### config.mk
export PLATFORM = sky130hd
export DESIGN_NAME = tglgen
export DESIGN_NICKNAME = d
export VERILOG_FILES = /design/src/rtl/tglgen_pkg.sv /design/src/rtl/tglgen_cnt.sv /design/src/rtl/tglgen.sv
export SDC_FILE = /design/constraint.sdc
export NUM_CORES = 1
export LEC_CHECK = 0
export ABC_AREA = 1
export CAP_MARGIN = 20
export CORE_MARGIN = 3
export CORE_UTILIZATION = 50
export DETAILED_ROUTE_END_ITERATION = 8
export PLACE_DENSITY_LB_ADDON = 0.3
export SYNTH_ARGS = -nofsm -noshare
export SYNTH_HDL_FRONTEND = slang
export SYNTH_HIERARCHICAL = 1
export SYNTH_SLANG_ARGS = --single-unit
### constraint.sdc
create_clock -name clk -period 2.2 [get_ports clk]
set_input_delay 0.55 -clock clk [delete_from_list [all_inputs] [get_ports clk]]
set_output_delay 0.55 -clock clk [all_outputs]
set_load 0.02 [all_outputs]
### src/rtl/tglgen_pkg.sv
`default_nettype none
// ============================================================================
// Module      : tglgen_pkg
// Description : Shared definitions for the toggle generator: FSM state
//               encodings and the hold-counter width/type.
// Revision    : 1.0 - initial release
// ============================================================================
package tglgen_pkg;

    // Hold counter is sized for HOLD_CYC up to 255.
    localparam int unsigned HOLD_W = 8;
    typedef logic [HOLD_W-1:0] hold_t;

    // FSM state encodings.
    localparam logic [0:0] ST_IDLE = 1'b0;  // tgl_out stable
    localparam logic [0:0] ST_HOLD = 1'b1;  // hold counter running

endpackage : tglgen_pkg
`default_nettype wire

### src/rtl/tglgen_cnt.sv
`default_nettype none
// ============================================================================
// Module      : tglgen_cnt
// Description : Saturating up/down counter of pending toggle events.
//               Simultaneous inc and dec leave the count unchanged; inc at
//               the maximum value is ignored, and so is dec at zero.
// Ports       : clk   - clock, rising edge
//               rst_n - asynchronous active-low reset
//               inc   - add one event
//               dec   - remove one event
//               clr   - synchronous clear, overrides inc/dec
//               cnt   - current count (direct from flops)
//               sat   - count is at its maximum value
// Revision    : 1.0 - initial release
// ============================================================================
module tglgen_cnt #(
    parameter int CNT_W = 4
) (
    input  logic             clk,
    input  logic             rst_n,
    input  logic             inc,
    input  logic             dec,
    input  logic             clr,
    output logic [CNT_W-1:0] cnt,
    output logic             sat
);

    localparam logic [CNT_W-1:0] CNT_MAX  = '1;
    localparam logic [CNT_W-1:0] CNT_ZERO = '0;
    localparam logic [CNT_W-1:0] CNT_ONE  = {{(CNT_W-1){1'b0}}, 1'b1};

    logic [CNT_W-1:0] cnt_q;
    logic [CNT_W-1:0] cnt_d;

    always_comb begin
        cnt_d = cnt_q;
        if (clr) begin
            cnt_d = CNT_ZERO;
        end else if (inc && !dec) begin
            if (cnt_q != CNT_MAX) begin
                cnt_d = cnt_q + CNT_ONE;
            end
        end else if (dec && !inc) begin
            if (cnt_q != CNT_ZERO) begin
                cnt_d = cnt_q - CNT_ONE;
            end
        end
    end

    always_ff @(posedge clk or negedge rst_n) begin
        if (!rst_n) begin
            cnt_q <= CNT_ZERO;
        end else begin
            cnt_q <= cnt_d;
        end
    end

    assign cnt = cnt_q;
    assign sat = (cnt_q == CNT_MAX);

endmodule : tglgen_cnt
`default_nettype wire

### src/rtl/tglgen.sv
`default_nettype none
// ============================================================================
// Module      : tglgen
// Description : Converts single-cycle event pulses into inversions of a level
//               output, each level held at least HOLD_CYC cycles, so that a
//               downstream edge detector yields one pulse per accepted event.
//               Events arriving during a hold are queued in a saturating
//               counter; events lost at saturation set a sticky flag.
// Ports       : clk     - clock, rising edge
//               rst_n   - asynchronous active-low reset
//               pls_in  - event pulse, one event per cycle high
//               clr     - synchronous clear of pending events and overflow
//               tgl_out - level output, inverts once per accepted event
//               busy    - events pending or hold in progress
//               pend    - accepted events not yet issued
//               ovf     - sticky: at least one event was dropped
// Revision    : 1.0 - initial release
// ============================================================================
module tglgen
    import tglgen_pkg::*;
#(
    parameter int HOLD_CYC = 2,
    parameter int CNT_W    = 4
) (
    input  logic             clk,
    input  logic             rst_n,
    input  logic             pls_in,
    input  logic             clr,
    output logic             tgl_out,
    output logic             busy,
    output logic [CNT_W-1:0] pend,
    output logic             ovf
);

    localparam hold_t HOLD_LOAD = hold_t'(HOLD_CYC - 1);
    localparam hold_t HOLD_ZERO = '0;
    localparam hold_t HOLD_ONE  = hold_t'(1);

    logic [0:0]       state_q;
    logic [0:0]       state_d;
    hold_t            hold_q;
    hold_t            hold_d;
    logic             tgl_q;
    logic             tgl_d;
    logic             ovf_q;
    logic             ovf_d;

    logic [CNT_W-1:0] cnt_w;
    logic             sat_w;
    logic             pend_nz_w;
    logic             inv_w;
    logic             direct_w;
    logic             inc_w;
    logic             dec_w;
    logic             drop_w;

    assign pend_nz_w = (cnt_w != '0);

    // An event arriving in IDLE with nothing queued is issued straight away
    // and never enters the pending counter.
    assign direct_w = (state_q == ST_IDLE) && !pend_nz_w && pls_in;
    assign inc_w    = pls_in && !direct_w;
    // Every inversion other than a direct one consumes a queued event.
    assign dec_w    = inv_w && pend_nz_w;
    // Saturation implies pend!=0, so a direct issue can never be a drop.
    assign drop_w   = pls_in && !clr && sat_w && !dec_w;

    always_comb begin
        state_d = state_q;
        hold_d  = hold_q;
        inv_w   = 1'b0;
        case (state_q)
            ST_IDLE: begin
                if (pend_nz_w || pls_in) begin
                    inv_w   = 1'b1;
                    hold_d  = HOLD_LOAD;
                    state_d = ST_HOLD;
                end
            end
            ST_HOLD: begin
                if (hold_q != HOLD_ZERO) begin
                    hold_d = hold_q - HOLD_ONE;
                end else if (pend_nz_w) begin
                    inv_w  = 1'b1;
                    hold_d = HOLD_LOAD;
                end else begin
                    state_d = ST_IDLE;
                end
            end
            default: begin
                state_d = ST_IDLE;
            end
        endcase

        tgl_d = inv_w ? ~tgl_q : tgl_q;
        ovf_d = ovf_q | drop_w;

        // Clear wins over everything but deliberately keeps the output
        // level so the downstream edge detector sees no spurious edge.
        if (clr) begin
            state_d = ST_IDLE;
            hold_d  = HOLD_ZERO;
            tgl_d   = tgl_q;
            ovf_d   = 1'b0;
        end
    end

    always_ff @(posedge clk or negedge rst_n) begin
        if (!rst_n) begin
            state_q <= ST_IDLE;
            hold_q  <= HOLD_ZERO;
            tgl_q   <= 1'b0;
            ovf_q   <= 1'b0;
        end else begin
            state_q <= state_d;
            hold_q  <= hold_d;
            tgl_q   <= tgl_d;
            ovf_q   <= ovf_d;
        end
    end

    tglgen_cnt #(
        .CNT_W (CNT_W)
    ) u_cnt (
        .clk   (clk),
        .rst_n (rst_n),
        .inc   (inc_w),
        .dec   (dec_w),
        .clr   (clr),
        .cnt   (cnt_w),
        .sat   (sat_w)
    );

    assign tgl_out = tgl_q;
    assign pend    = cnt_w;
    assign ovf     = ovf_q;
    assign busy    = (state_q == ST_HOLD) || pend_nz_w;

endmodule : tglgen
`default_nettype wire
# After elaboration in Yosys (flattened, before gate mapping)
# Index checks and enable logic that the tools add are counted.
[totals] reg_bits=15 latchBits=0 ram_bits=0 rom_bits=0 output_inout_bits=7 elab_cells=58 mem_count=0
[op_classes] add_sub_neg=3 n_mul=0 div=0 order_cmp=0 eq_ne=5 shifts=0 muxes=18 n_bitwise=4 n_reduce_logical=23
[op_table] operator="8-bit two-way mux" count=4
[op_table] operator="4-bit two-way mux" count=5
[op_table] operator="8-bit case mux with 2 select lines" count=1
[op_table] operator="1-bit logical AND" count=9
[op_table] operator="8-bit nonzero test" count=1
[op_table] operator="8-bit by 1-bit subtractor with 8-bit output, second input constant" count=1
[op_table] operator="1-bit two-way mux" count=6
[op_table] operator="3-bit nonzero test" count=2
[op_table] operator="1-bit zero test" count=5
[op_table] operator="4-bit by 1-bit adder with 4-bit output, second input constant" count=1
[op_table] operator="4-bit equality test, second input constant" count=1
[op_table] operator="4-bit by 2-bit != test with 1-bit output, second input constant" count=1
[op_table] operator="4-bit != test, second input constant" count=1
[op_table] operator="1-bit case mux with 2 select lines" count=2
[op_table] operator="2-bit AND reduction" count=2
[op_table] operator="4-bit nonzero test" count=1
[op_table] operator="4-bit by 1-bit subtractor with 4-bit output, second input constant" count=1
[op_table] operator="3-bit by 2-bit != test with 1-bit output, second input constant" count=1
[op_table] operator="3-bit != test, second input constant" count=1
[op_table] operator="1-bit NOT" count=3
[op_table] operator="3-bit AND reduction" count=1
[op_table] operator="1-bit logical OR" count=2
[op_table] operator="1-bit OR" count=1

# Longest topological paths before layout
[depth] ltp_word=11 ltp_mapped=17

# Modules after synthesis
# The synthesis kept the hierarchy.
[modules_own_cells] module="tglgen" n_inst=1 cells_each=89 area_per_inst_um2=659.4 seq_area_each_um2=275.3
[modules_own_cells] module="tglgen_cnt" n_inst=1 cells_each=55 area_per_inst_um2=370.4 seq_area_each_um2=100.1

# Worst setup path before layout
# No wires, ideal clock.
[synth_timing] path_kind="reg-to-reg" start="register u_cnt.cnt_q[0], in the netlist u_cnt/cnt[0]" end="register u_cnt.cnt_q[3], in the netlist u_cnt/cnt[3]" arrival_time_ns=1.926 required_time_ns=2.083 setup_slack_ns=0.156 path_stages_with_launch=15 synth_period_minus_slack_ns=2.044 path_cell_list="dfrtp_1 -> inv_1 -> nand3_1 -> inv_2 -> nand2_1 -> nand2_1 -> inv_1 -> nand2_4 -> ha_1 -> nand2_1 -> nand3b_1 -> nand2_1 -> nand2_1 -> nand3_1 -> nand2_1"
[synth_between] elab_chain_len=10 word_cells_on_any_way=28 cone_classes="add/sub: 2; eq/ne: 2; mux: 9; reduce/logical: 15"
[synth_lines] item="start, declared" line="tglgen_cnt.sv:32" rtl="logic [CNT_W-1:0] cnt_q;"
[synth_lines] item="start signal, assigned" line="tglgen_cnt.sv:54" rtl="cnt_q <= cnt_d;"
[synth_lines] item="4-bit nonzero test *" line="tglgen.sv:57" rtl="assign pend_nz_w = (cnt_w != '0);"
[synth_lines] item="1-bit zero test *" line="tglgen.sv:61" rtl="assign direct_w = (state_q == ST_IDLE) && !pend_nz_w && pls_in;"
[synth_lines] item="1-bit logical AND * (2 in a row)" line="tglgen.sv:61"
[synth_lines] item="1-bit zero test *" line="tglgen.sv:62" rtl="assign inc_w = pls_in && !direct_w;"
[synth_lines] item="1-bit logical AND *" line="tglgen.sv:62"
[synth_lines] item="net inc_w" line="tglgen.sv:53" rtl="logic inc_w;"
[synth_lines] item="1-bit zero test" line="tglgen_cnt.sv:43" rtl="end else if (dec && !inc) begin"
[synth_lines] item="1-bit logical AND" line="tglgen_cnt.sv:43"
[synth_lines] item="3-bit nonzero test (no source line)"
[synth_lines] item="3-bit AND reduction (no source line)"
# The timed path passes the listed nets; every way through them passes the cells marked *. The select of a mux whose other input is x is not followed.
# A chain may end at the register's enable or synchronous reset.

# Worst setup path after layout
[layout_timing] start="register hold_q[0]" end="register u_cnt.cnt_q[2], in the netlist u_cnt/cnt[2]"
[layout_between] elab_chain_len=8 word_cells_on_any_way=13 cone_classes="eq/ne: 1; mux: 4; reduce/logical: 8"
[layout_lines] item="start, declared" line="tglgen.sv:41" rtl="hold_t hold_q;"
[layout_lines] item="start signal, assigned" line="tglgen.sv:116" rtl="hold_q <= hold_d;"
[layout_lines] item="8-bit nonzero test *" line="tglgen.sv:81" rtl="if (hold_q != HOLD_ZERO) begin"
[layout_lines] item="1-bit two-way mux *" line="tglgen.sv:81"
[layout_lines] item="1-bit case mux with 2 select lines *" line="tglgen.sv:72" rtl="case (state_q)"
[layout_lines] item="1-bit logical AND *" line="tglgen.sv:64" rtl="assign dec_w = inv_w && pend_nz_w;"
[layout_lines] item="net dec_w" line="tglgen.sv:54" rtl="logic dec_w;"
[layout_lines] item="1-bit zero test" line="tglgen_cnt.sv:39" rtl="end else if (inc && !dec) begin"
[layout_lines] item="1-bit logical AND" line="tglgen_cnt.sv:39"
[layout_lines] item="3-bit != test (no source line), or another cell as far along"
[layout_lines] item="3-bit AND reduction (no source line) or 4-bit two-way mux (tied branches)"
# The timed path passes the listed nets; every way through them passes the cells marked *.

==> run summary <==
STATUS
----------------------------------------------------------------------------------------------------
Status                                                                                  complete, no violations

LAYOUT
----------------------------------------------------------------------------------------------------
Leading cell type in the layout, fill and taps excluded                                 sky130_fd_sc_hd__nand2_1
Proportion of layout cells with a drive suffix above 1                                         19.2%
Layout overhead on the synthesized area                                                        23.5%
Layout net count                                                                                 176
Most frequent cells in the layout                                                       sky130_fd_sc_hd__nand2_1 (50), sky130_fd_sc_hd__inv_1 (21), sky130_fd_sc_hd__dfrtp_1 (14)
Sequential cell area                                                                       377 sq um
Finished Cell Area                                                                      0.00127 sq mm
Area used by multi-input combinational logic                                               568 sq um
Filler cells                                                                                     166
Antenna diode count                                                                                0

PLACED DESIGN
----------------------------------------------------------------------------------------------------
PortBufs                                                                                          10
Post-DP Area                                                                            0.00123 sq mm
HPWL reported at the end of detailed placement                                          1630 microns
Gpl congestion                                                                                 0.837
Post-placement worst setup slack                                                          -0.0165 ns

CRITICAL PATH
----------------------------------------------------------------------------------------------------
Kind of end point of the critical path                                                          flop
Class of the most critical setup path                                                     reg -> reg
Cells on worst reg2reg path                                                                       17
Critical Path Sink                                                                      u_cnt/cnt[2]$_DFFE_PN0P_
Maximum net fanout on the critical path                                                            5
Worst setup path startpoint                                                             hold_q[0]$_DFFE_PN0P_
Launching element type of the critical path                                                     flop
Data arrival time of the critical path                                                       2.22 ns
Register-to-register setup slack                                                             0.16 ns
FF-to-FF End                                                                            u_cnt/cnt[2]$_DFFE_PN0P_
Required time of the worst setup path                                                        2.38 ns
Crit Reg-Reg Startpoint                                                                 hold_q[0]$_DFFE_PN0P_

SYNTHESIS
----------------------------------------------------------------------------------------------------
Number of nets produced by synthesis                                                             152
Simple-gate area share of the yosys netlist                                                    36.6%
Synth Cell Area                                                                         0.00103 sq mm
Synthesized instance count                                                                       144
Proportion of synthesized area in mux cells                                                       0%
Yosys warning total                                                                                6
Number of unique standard cell types used by synthesis                                            22
Per-instance average area after synthesis                                                 7.15 sq um
Dominant combinational cell family by area after synthesis                              simple AND/OR/NAND/NOR gates
Portion of the post-synthesis area used by sequential elements                                 36.5%
Post-synthesis share of cell area spent on xor and xnor gates                                  5.95%
Fraction of the mapped netlist area in compound gates                                          6.20%
Number of synthesized register bits                                                               15
Adder and majority cell fraction of the synthesized area                                       4.86%

TIMING
----------------------------------------------------------------------------------------------------
Final Hold Violating Endpoints                                                                     0
Post-route worst hold slack                                                                 0.504 ns
Max Fclk                                                                                   0.490 GHz
Clock period minus final worst setup slack                                                   2.04 ns
Worst Max-Slew Pin Slew                                                                     0.481 ns
Final worst path period share                                                                  92.8%
Setup clock skew after layout                                                             0.00227 ns
Setup WS post-layout                                                                        0.159 ns
Slew Limit Headroom                                                                            67.8%
Setup Viol. Count Final                                                                            0
Unrepaired setup endpoints after global routing                                                   no
Fin. max-slew vios                                                                                 0
Final-layout setup total negative slack                                                         0 ns

ROUTE
----------------------------------------------------------------------------------------------------
Number of nets still failing antenna checks after routing                                          0
Remaining routing DRC violations                                                                   0
Total wire length                                                                       2060 microns
Average wire per standard cell                                                          10.7 microns
Total via count after detailed routing                                                           926
1st-pass router iterations                                                                         4
Initial DRC count                                                                                 30
Drt via density                                                                                 4.82

CLOCK NETWORK
----------------------------------------------------------------------------------------------------
Clock root buffer                                                                       sky130_fd_sc_hd__clkbuf_4
Clock tree from TritonCTS                                                                      built
CTS Buf Count                                                                                      3
Largest buffer count on any clock path                                                             2
Clock-pin slew reported for the worst setup and hold paths after clock tree synthesis        0.09 ns
Clock tree sinks                                                                                  15
Deepest level of the CTS H-tree                                                                    1
Latest clock arrival within the worst-skew pair                                              0.28 ns

FLOORPLAN
----------------------------------------------------------------------------------------------------
Die outline width                                                                       51.4 microns
Placement Rows                                                                                    15
IO Count                                                                                          11
Core Footprint                                                                          0.00184 sq mm
Initial cell density of the core                                                               56.0%
Die area                                                                                0.00264 sq mm
Die height                                                                              51.4 microns

GLOBAL ROUTE
----------------------------------------------------------------------------------------------------
Global-route wire length before repair                                                  3810 microns
Number of global-route vias before repair                                                        894
Number of antenna violations at the first check in global routing                                  0
Pin count of the biggest net entering global routing                                              16
GRT overflow                                                                                       0
Overall global routing resource usage                                                          18.7%

WORST HOLD PATH
----------------------------------------------------------------------------------------------------
Tightest Hold Check Type                                                                  reg -> reg

POWER
----------------------------------------------------------------------------------------------------
Switching power of the nets                                                                   948 uW
Clock share of power                                                                            8.1%
Power consumption                                                                            1940 uW
Net Sw Frac                                                                                    48.8%
Logic pwr share                                                                                66.8%
Portion of total power attributed to sequential cells                                          25.1%
Power per unit of standard cell area                                                    1530 mW/mm^2
Leakage power summed over all cells                                                      0.000679 uW
Pint                                                                                          996 uW
VDD IR-drop max                                                                            0.00113 V

RUN
----------------------------------------------------------------------------------------------------
Max-cap viol count                                                                                 0

[logic make-up (layout without fill, tap and decap cells)]
group                      after synthesis  in the layout
xor gates and xnor gates                 7              7
DFF                                     15             15
buffers and inverters                   27             50
and+or+nand+nor                         82             82
adders and majority gates                4              4
AOI/OAI and AO/OA                        9              9
[cells in the mapped netlist (all sizes together)]
cell type | number | area, sq um
nor2 | 14 | 70.1
inv | 26 | 97.6
nand2 | 55 | 234
o21ai | 5 | 40.0
xnor2 | 4 | 35.0
ha | 4 | 50.1
nand4 | 3 | 18.8
dfrtp | 15 | 375
nand3 | 8 | 40.0
a21oi | 4 | 23.8
or2 | 1 | 6.26
clkinv | 1 | 5.00
nand3b | 1 | 7.51
xor2 | 3 | 26.3
[layer usage]
| layer | track usage [%] | vias up | routed length, microns |
|---|---|---|---|
| li1 | - | 485 | - |
| met1 | 26.4 | 417 | 1010 |
| met2 | 29.7 | 24 | 941 |
| met3 | 3.50 | 0 | 114 |
| met4 | 3.93 | 0 | 0 |
| met5 | 0 | - | 0 |
[power groups by stage]
stage | combinational, uW | clock (uW) | sequential, uW
floorplan | 932 | 0 | 509
global placement | 1240 | 0 | 487
detailed placement | 1280 | 0 | 492
CTS | 1280 | 163 | 487
global route | 1450 | 181 | 509
finish | 1300 | 157 | 489
[how the worst min path moves through the flow]
stage                                startpoint               endpoint  slack [ns]  depth (start not counted)
after floorplan                           rst_n  hold_q[0]$_DFFE_PN0P_        0.25                          0
after global placement    hold_q[1]$_DFFE_PN0P_  hold_q[1]$_DFFE_PN0P_        0.46                          2
after detailed placement  hold_q[1]$_DFFE_PN0P_  hold_q[1]$_DFFE_PN0P_        0.47                          2
after CTS                 hold_q[1]$_DFFE_PN0P_  hold_q[1]$_DFFE_PN0P_        0.49                          2
after global routing      hold_q[1]$_DFFE_PN0P_  hold_q[1]$_DFFE_PN0P_        0.55                          2
final                     hold_q[1]$_DFFE_PN0P_  hold_q[1]$_DFFE_PN0P_        0.50                          2
[timing repair]
item | CTS | global route
setup buffers | 0 | 0
setup endpoints to repair | 1 | 2
gates resized for setup | 2 | 3
cloned | 0 | 0
hold buffers | 0 | 0
pin swaps | 0 | 0
[sequential cells by signal, indices dropped and copies added, names as in the netlist]
signal	flops
hold_q	8
ovf	1
state_q	1
tgl_out	1
u_cnt/cnt	4
[cell type report]
class                      count  share of cell area, %
clock buffer                   4                   2.07
inverter                      27                   8.07
multi-input combinational    102                   44.7
sequential                    15                   29.6
tap                           25                   2.46
timing repair buffer          19                   13.1
[stage by stage]
step,utilization [%],std cells
after CTS,68.2,192
final,69.1,192
after global placement,66.8,188
after global routing,69.1,192
after detailed placement,66.8,188
after floorplan,-,144
[critical path: stages (launching register included)]
cell and delay (ns):
sky130_fd_sc_hd__dfrtp_1 0.39, sky130_fd_sc_hd__inv_1 0.09, sky130_fd_sc_hd__ha_1 0.15, sky130_fd_sc_hd__nand2_1 0.08
sky130_fd_sc_hd__o21ai_4 0.16, sky130_fd_sc_hd__nand2_1 0.09, sky130_fd_sc_hd__inv_1 0.07, sky130_fd_sc_hd__inv_2 0.05
sky130_fd_sc_hd__nand2_4 0.09, sky130_fd_sc_hd__nand2_1 0.07, sky130_fd_sc_hd__nand2_1 0.06, sky130_fd_sc_hd__inv_1 0.04
sky130_fd_sc_hd__ha_1 0.18, sky130_fd_sc_hd__a21oi_2 0.13, sky130_fd_sc_hd__xor2_1 0.15, sky130_fd_sc_hd__inv_1 0.05
sky130_fd_sc_hd__nand2_1 0.06, sky130_fd_sc_hd__nand2_1 0.04
No activity file was read; power rests on OpenSTA's default activity.
